[src/rtl/instr_encoder.sv]
// Packs mnemonic-plus-field commands into 32-bit MIPS words and writes them to imem at sequential addresses.
// Build option ENC_FIELD_CHECK_EN: reject commands whose unused fields are nonzero instead of masking them.
module instr_encoder #(
    parameter int unsigned ADDR_W = 8,
    parameter int unsigned BASE   = 0
) (
    input  logic              clk,
    input  logic              reset,
    input  logic              start,
    input  logic              in_valid,
    output logic              in_ready,
    input  logic [4:0]        in_mn,
    input  logic [4:0]        in_rs,
    input  logic [4:0]        in_rt,
    input  logic [4:0]        in_rd,
    input  logic [4:0]        in_shamt,
    input  logic [25:0]       in_imm,
    output logic              mem_we,
    input  logic              mem_ready,
    output logic [ADDR_W-1:0] mem_addr,
    output logic [31:0]       mem_wdata,
    output logic [ADDR_W:0]   count,
    output logic              full,
    output logic              err
);

    localparam int unsigned CNT_W = ADDR_W + 1;
    localparam logic [CNT_W-1:0]  CAP    = {1'b1, {ADDR_W{1'b0}}};
    localparam logic [ADDR_W-1:0] BASE_A = ADDR_W'(BASE);

    typedef enum logic [1:0] {
        S_IDLE = 2'd0,
        S_RUN  = 2'd1,
        S_FULL = 2'd2
    } state_t;

    state_t      state;
    logic        fmt_r, fmt_i, fmt_j, mn_ok, cmd_ok;
    logic        is_shift, is_jr;
    logic [5:0]  code6;
    logic [31:0] enc_word;
    logic        accept, wr_done, last_slot;

    // Mnemonic decode: format, funct/opcode.
    always_comb begin
        fmt_r = 1'b0;
        fmt_i = 1'b0;
        fmt_j = 1'b0;
        mn_ok = 1'b1;
        code6 = 6'b0;
        case (in_mn)
            5'd0:    begin fmt_r = 1'b1; code6 = 6'b100000; end
            5'd1:    begin fmt_r = 1'b1; code6 = 6'b100010; end
            5'd2:    begin fmt_r = 1'b1; code6 = 6'b100100; end
            5'd3:    begin fmt_r = 1'b1; code6 = 6'b100101; end
            5'd4:    begin fmt_r = 1'b1; code6 = 6'b100110; end
            5'd5:    begin fmt_r = 1'b1; code6 = 6'b000000; end
            5'd6:    begin fmt_r = 1'b1; code6 = 6'b000010; end
            5'd7:    begin fmt_r = 1'b1; code6 = 6'b001000; end
            5'd8:    begin fmt_i = 1'b1; code6 = 6'b001000; end
            5'd9:    begin fmt_i = 1'b1; code6 = 6'b001100; end
            5'd10:   begin fmt_i = 1'b1; code6 = 6'b001101; end
            5'd11:   begin fmt_i = 1'b1; code6 = 6'b001110; end
            5'd12:   begin fmt_i = 1'b1; code6 = 6'b100011; end
            5'd13:   begin fmt_i = 1'b1; code6 = 6'b101011; end
            5'd14:   begin fmt_i = 1'b1; code6 = 6'b000100; end
            5'd15:   begin fmt_i = 1'b1; code6 = 6'b000101; end
            5'd16:   begin fmt_j = 1'b1; code6 = 6'b000010; end
            5'd17:   begin fmt_j = 1'b1; code6 = 6'b000011; end
            default: mn_ok = 1'b0;
        endcase
    end

    assign is_shift = (in_mn == 5'd5) || (in_mn == 5'd6);
    assign is_jr    = (in_mn == 5'd7);

    // Word assembly; fields a format does not use are forced to zero.
    always_comb begin
        enc_word = 32'b0;
        if (fmt_r) begin
            enc_word = {6'b0,
                        is_shift ? 5'b0 : in_rs,
                        is_jr    ? 5'b0 : in_rt,
                        is_jr    ? 5'b0 : in_rd,
                        is_shift ? in_shamt : 5'b0,
                        code6};
        end else if (fmt_i) begin
            enc_word = {code6, in_rs, in_rt, in_imm[15:0]};
        end else if (fmt_j) begin
            enc_word = {code6, in_imm};
        end
    end

`ifdef ENC_FIELD_CHECK_EN
    logic field_bad;

    // Any nonzero field outside the format's used set makes the command illegal.
    always_comb begin
        field_bad = 1'b0;
        if (fmt_r) begin
            field_bad = (is_shift ? (in_rs != 5'b0) : (in_shamt != 5'b0))
                     || (is_jr && ((in_rt | in_rd) != 5'b0));
        end else if (fmt_i) begin
            field_bad = ((in_rd | in_shamt) != 5'b0) || (in_imm[25:16] != 10'b0);
        end else if (fmt_j) begin
            field_bad = ((in_rs | in_rt | in_rd | in_shamt) != 5'b0);
        end
    end

    assign cmd_ok = mn_ok && !field_bad;
`else
    assign cmd_ok = mn_ok;
`endif

    // Stop accepting once every remaining slot is already committed to the buffer.
    assign last_slot = ((count + CNT_W'(mem_we)) == CAP);
    assign in_ready  = (state == S_RUN) && (!mem_we || mem_ready) && !last_slot
                    && !start && !reset;
    assign accept    = in_valid && in_ready;
    assign wr_done   = mem_we && mem_ready;

    always_ff @(posedge clk) begin
        if (reset) begin
            state     <= S_IDLE;
            mem_we    <= 1'b0;
            mem_addr  <= BASE_A;
            mem_wdata <= 32'b0;
            count     <= '0;
            full      <= 1'b0;
            err       <= 1'b0;
        end else if (start) begin
            state    <= S_RUN;
            mem_we   <= 1'b0;
            mem_addr <= BASE_A;
            count    <= '0;
            full     <= 1'b0;
            err      <= 1'b0;
        end else begin
            if (wr_done) begin
                count    <= count + CNT_W'(1);
                mem_addr <= mem_addr + ADDR_W'(1);
                if (count == CAP - CNT_W'(1)) begin
                    state <= S_FULL;
                    full  <= 1'b1;
                end
            end
            if (accept && cmd_ok) begin
                mem_we    <= 1'b1;
                mem_wdata <= enc_word;
            end else if (wr_done) begin
                mem_we <= 1'b0;
            end
            if (accept && !cmd_ok) begin
                err <= 1'b1;
            end
        end
    end

endmodule

[config.mk]
export PLATFORM = sky130hd
export DESIGN_NAME = instr_encoder
export DESIGN_NICKNAME = d
export VERILOG_FILES = /design/src/rtl/instr_encoder.sv
export SDC_FILE = /design/constraint.sdc
export NUM_CORES = 1
export LEC_CHECK = 0
export BUFFER_PORTS_ARGS = -buffer_cell sky130_fd_sc_hd__buf_4
export CAP_MARGIN = 40
export CORE_AREA = 2 2 113 115
export DETAILED_ROUTE_END_ITERATION = 16
export DIE_AREA = 0 0 115 117
export GPL_TIMING_DRIVEN = 0
export HOLD_SLACK_MARGIN = 0.12
export MAX_ROUTING_LAYER = met4
export PLACE_DENSITY = 0.45
export SYNTH_ARGS = -nofsm -noshare
export SYNTH_HDL_FRONTEND = slang
export SYNTH_SLANG_ARGS = --single-unit
export TNS_END_PERCENT = 5
[constraint.sdc]
create_clock -name clk -period 2.3 [get_ports clk]
set_input_delay 0.69 -clock clk [delete_from_list [all_inputs] [get_ports clk]]
set_output_delay 0.69 -clock clk [all_outputs]
set_load 0.05 [all_outputs]
==> flow_summary_export.csv <==
group,metric,value,unit
critical_path,crit_family,"compound AO/OA/AOI/OAI gates",
route,highest_layer,"met4",
clock_tree,root_buffer,"clkbuf_16",
critical_path,cp_data_arrival_time,1990,ps
power,power_frac_seq,44.0,%
cells_and_area,drive_gt1_share,37.00,%
sta,maxSlewViolCount,0,
sta,rsz0062_at_grt,"true",
clock_tree,clk-insertion-delay-late,300,ps
sta,tightest_slew,883.7,ps
power,power_density,480.8,nW/um^2
route,drt-wirelength-per-cell,14.60,um
sta,slew_headroom,40.69,%
critical_path,critPathMaxFanout,4,
yosys,synth_edf_count,0,
yosys,synth_area_leader_cell,"dfxtp_1",
grt,grt_pass1_wl,13900,um
yosys,yosysSeqAreaShare,34.62,%
yosys,synth_warnings,0,
clock_tree,htreeDepth,2,
critical_path,crit_top_cell,"ha_4",
yosys,synth_nets,397,
place,globalplace.congestion,0.7676,
yosys,yosys.area_share.simple,24.59,%
yosys,ys_ff_latch,52,
route,drtAntennaViolNets,0,
route,drt_wl_total,8816,um
route,drtIter0Drc,131,
route,vias_per_cell,4.608,
route,wl_met1,4103,um
yosys,synth_top_flop_cell,"dfxtp_1",
floorplanning,initial_core_util,24.42,%
power,ir_worst_vdd,0.2562,mV
critical_path,crit_path_start_kind,"flop",
grt,grt_max_degree,18,
sta,period_share,116.7,%
place,dp_hpwl,6679,um
power,comb_power_share,12.3,%
job,drv_cap,0,
floorplanning,ios,109,
cells_and_area,n_antenna_cell,0,
clock_tree,clock_sink_count,52,
route,drtPass1Iterations,4,
critical_path,cp.required,1610,ps
cells_and_area,fin_nets,514,
cells_and_area,area_delta_synth_final,42.16,%
yosys,synth_top_cell_area_share,34.62,%
power,p_int,0.001541,W
place,dp_slack,-244.4,ps
grt,grt_overflow_total,0,
yosys,synth_adder_area_share,2.081,%
sta,period_needed,2683,ps
power,clockPowerShare,43.7,%
floorplanning,fp.dieH,117,um
critical_path,critPathSlowestCell,"dfxtp_4",
grt,track_usage,13.67,%
critical_path,cpPeakStageDelay,360,ps
clock_tree,cts_buffers,5,
clock_tree,cts_tree,"yes",
yosys,synth_top_family_by_area,"simple AND/OR/NAND/NOR gates",
grt,grt_pass1_vias,2717,
floorplanning,die_x,115,um
critical_path,cp_cell_sequence,"ha_4 > ha_4 > buf_4 > xnor2_2 > nand3_2 > a221oi_4 > a21oi_4 > buf_6",
critical_path,worst-path-buf-inv,2,
cells_and_area,final_cells,604,
yosys,postSynth.asyncResetShare,0,%
power,p_sw,0.0005142,W
floorplanning,die-area,13460,um^2
place,port_buffers,104,
floorplanning,core,12310,um^2
critical_path,worstSetupPathType,"reg2out",
route,wl_met3,534,um
run_status,failed_checks,"negative setup slack",
clock_tree,clk_pin_slew,80,ps
clock_tree,cts_buffer_depth,2,
yosys,netlist_area,3007,um^2
sta,fin_ws,-383.3,ps
route,met2_length,4099,um
yosys,synth_compound_area_share,14.32,%
grt,antenna_found_initial,0,
sta,hold_violations,0,
critical_path,crit_path_end_kind,"primary output",
yosys,synth.avg_cell_area,8.948,um^2
power,switching_share,25.02,%
min_path,hold_class,"reg2reg",
yosys,synth_cell_types,49,
sta,skew,5.258,ps
yosys,synth_area_leaders,"dfxtp_1 (35%), mux2_4 (10%), nor2b_1 (6.0%)",
sta,fmax,0.3727,GHz
run_status,outcome,"finished, violations left",
route,vias,2783,
clock_tree,cts_hold_buf,0,
sta,setup_violations,32,
yosys,synthMuxAreaShare,13.90,%
route,drc,0,
floorplanning,placementRows,41,
place,dp.cells,590,
yosys,synthCells,336,
power,leakage,1.890,nW
yosys,synth-xor-area-share,4.370,%
## cell type report
class / instances / area [um^2]
sequential: 52 / 1055
tap: 150 / 187.7
inverter: 3 / 11.26
multi-input combinational: 255 / 1851
timing repair buffer: 110 / 829.5
fill: 1308 / 8038
clock buffer: 5 / 125.1
buffer: 26 / 168.9
clock inverter: 3 / 46.29
## cell families after synthesis
family | after synthesis
and+or+nand+nor | 139
xor gates and xnor gates | 15
AOI/OAI and AO/OA | 64
buffers and inverters | 29
muxes | 31
other | 1
adders and majority gates | 5
DFF | 52
## synthesized netlist by cell type, types with 3 or more instances
| cell | instances |
|---|---|
| buf_12 | 3 |
| buf_2 | 3 |
| a21oi_1 | 14 |
| or3_1 | 5 |
| nor2b_1 | 29 |
| a21o_1 | 3 |
| nor3b_1 | 3 |
| ha_1 | 5 |
| xor2_1 | 9 |
| a32oi_1 | 4 |
| mux2i_1 | 8 |
| a22oi_1 | 21 |
| mux2_4 | 21 |
| nand2b_1 | 12 |
| xnor2_1 | 6 |
| nand4_1 | 6 |
| and3_1 | 5 |
| inv_1 | 3 |
| o21ai_0 | 12 |
| nor3_1 | 3 |
| nand3_1 | 4 |
| dfxtp_1 | 52 |
| nand2_1 | 20 |
| nor2_1 | 41 |
| clkbuf_1 | 15 |
## final timing paths
| kind | from | to | slack [ps] | cells after the start |
|---|---|---|---|---|
| setup / recovery | count[0]$_SDFFE_PP0P_ | in_ready | -380 | 8 |
| hold / removal | mem_wdata[26]$_SDFFE_PP0P_ | mem_wdata[26]$_SDFFE_PP0P_ | 480 | 2 |
| setup reg to reg | count[0]$_SDFFE_PP0P_ | mem_wdata[20]$_SDFFE_PP0P_ | -220 | 12 |
| hold reg to reg | mem_wdata[26]$_SDFFE_PP0P_ | mem_wdata[26]$_SDFFE_PP0P_ | 480 | 2 |
## sequential cells by signal, indices dropped and copies added, names as in the netlist
name and cells:
mem_wdata 31, count 9, err 1, state 2, mem_we 1, mem_addr 8
## worst reg2reg max path, stage by stage (launching register included)
cell	delay, ps
dfxtp_4	360
ha_4	170
ha_4	160
buf_4	150
xnor2_2	150
nand3_2	120
a221oi_4	310
buf_4	160
buf_4	90
a211o_1	130
buf_6	150
buf_12	160
mux2_4	310
## what timing repair did
item	4_1_cts	5_1_grt
gates resized for setup	3	2
buffers inserted	4	2
setup endpoints to repair	22	33
pin swaps	1	4
hold endpoints to repair	0	0
## layer usage
metal	global-route usage, %	vias to the layer above
li1	-	1412
met1	17.61	1282
met2	21.41	83
met3	3.862	6
met4	3.052	0
met5	-	-
## cell usage in the layout, fill, tap and decap left out, types with 6 or more instances in the layout
master,count
a22oi_1,21
clkbuf_1,15
nor2b_1,29
mux2i_1,8
dfxtp_1,45
nand2_1,20
nand4_1,6
nand2b_1,12
buf_4,110
o21ai_0,12
a21oi_1,13
nor2_1,41
mux2_4,21
xor2_1,9
## stage by stage
stage | total power [W] | setup TNS [ps] | utilization, % | hold slack, ps | area [um^2]
floorplan | 0.001062 | -573.3 | - | 451.5 | 3057
global placement | 0.001178 | -4034 | 32.69 | 466.7 | 4025
detailed placement | 0.001179 | -4244 | 32.69 | 472.6 | 4025
CTS | 0.002088 | -3041 | 34.49 | 485.6 | 4247
global route | 0.002142 | -8469 | 34.72 | 503.6 | 4274
finish | 0.002055 | -5048 | 34.72 | 482.0 | 4274
## power by group through the flow
stage          logic (W)  clock network [W]  registers [W]
6_report        0.000252           0.000899       0.000904
5_1_grt         0.000278           0.000960       0.000904
4_1_cts         0.000256           0.000928       0.000904
3_5_place_dp    0.000254                  0       0.000925
3_3_place_gp    0.000253                  0       0.000925
2_1_floorplan   0.000125                  0       0.000937
Power figures use the tool's default switching activity.
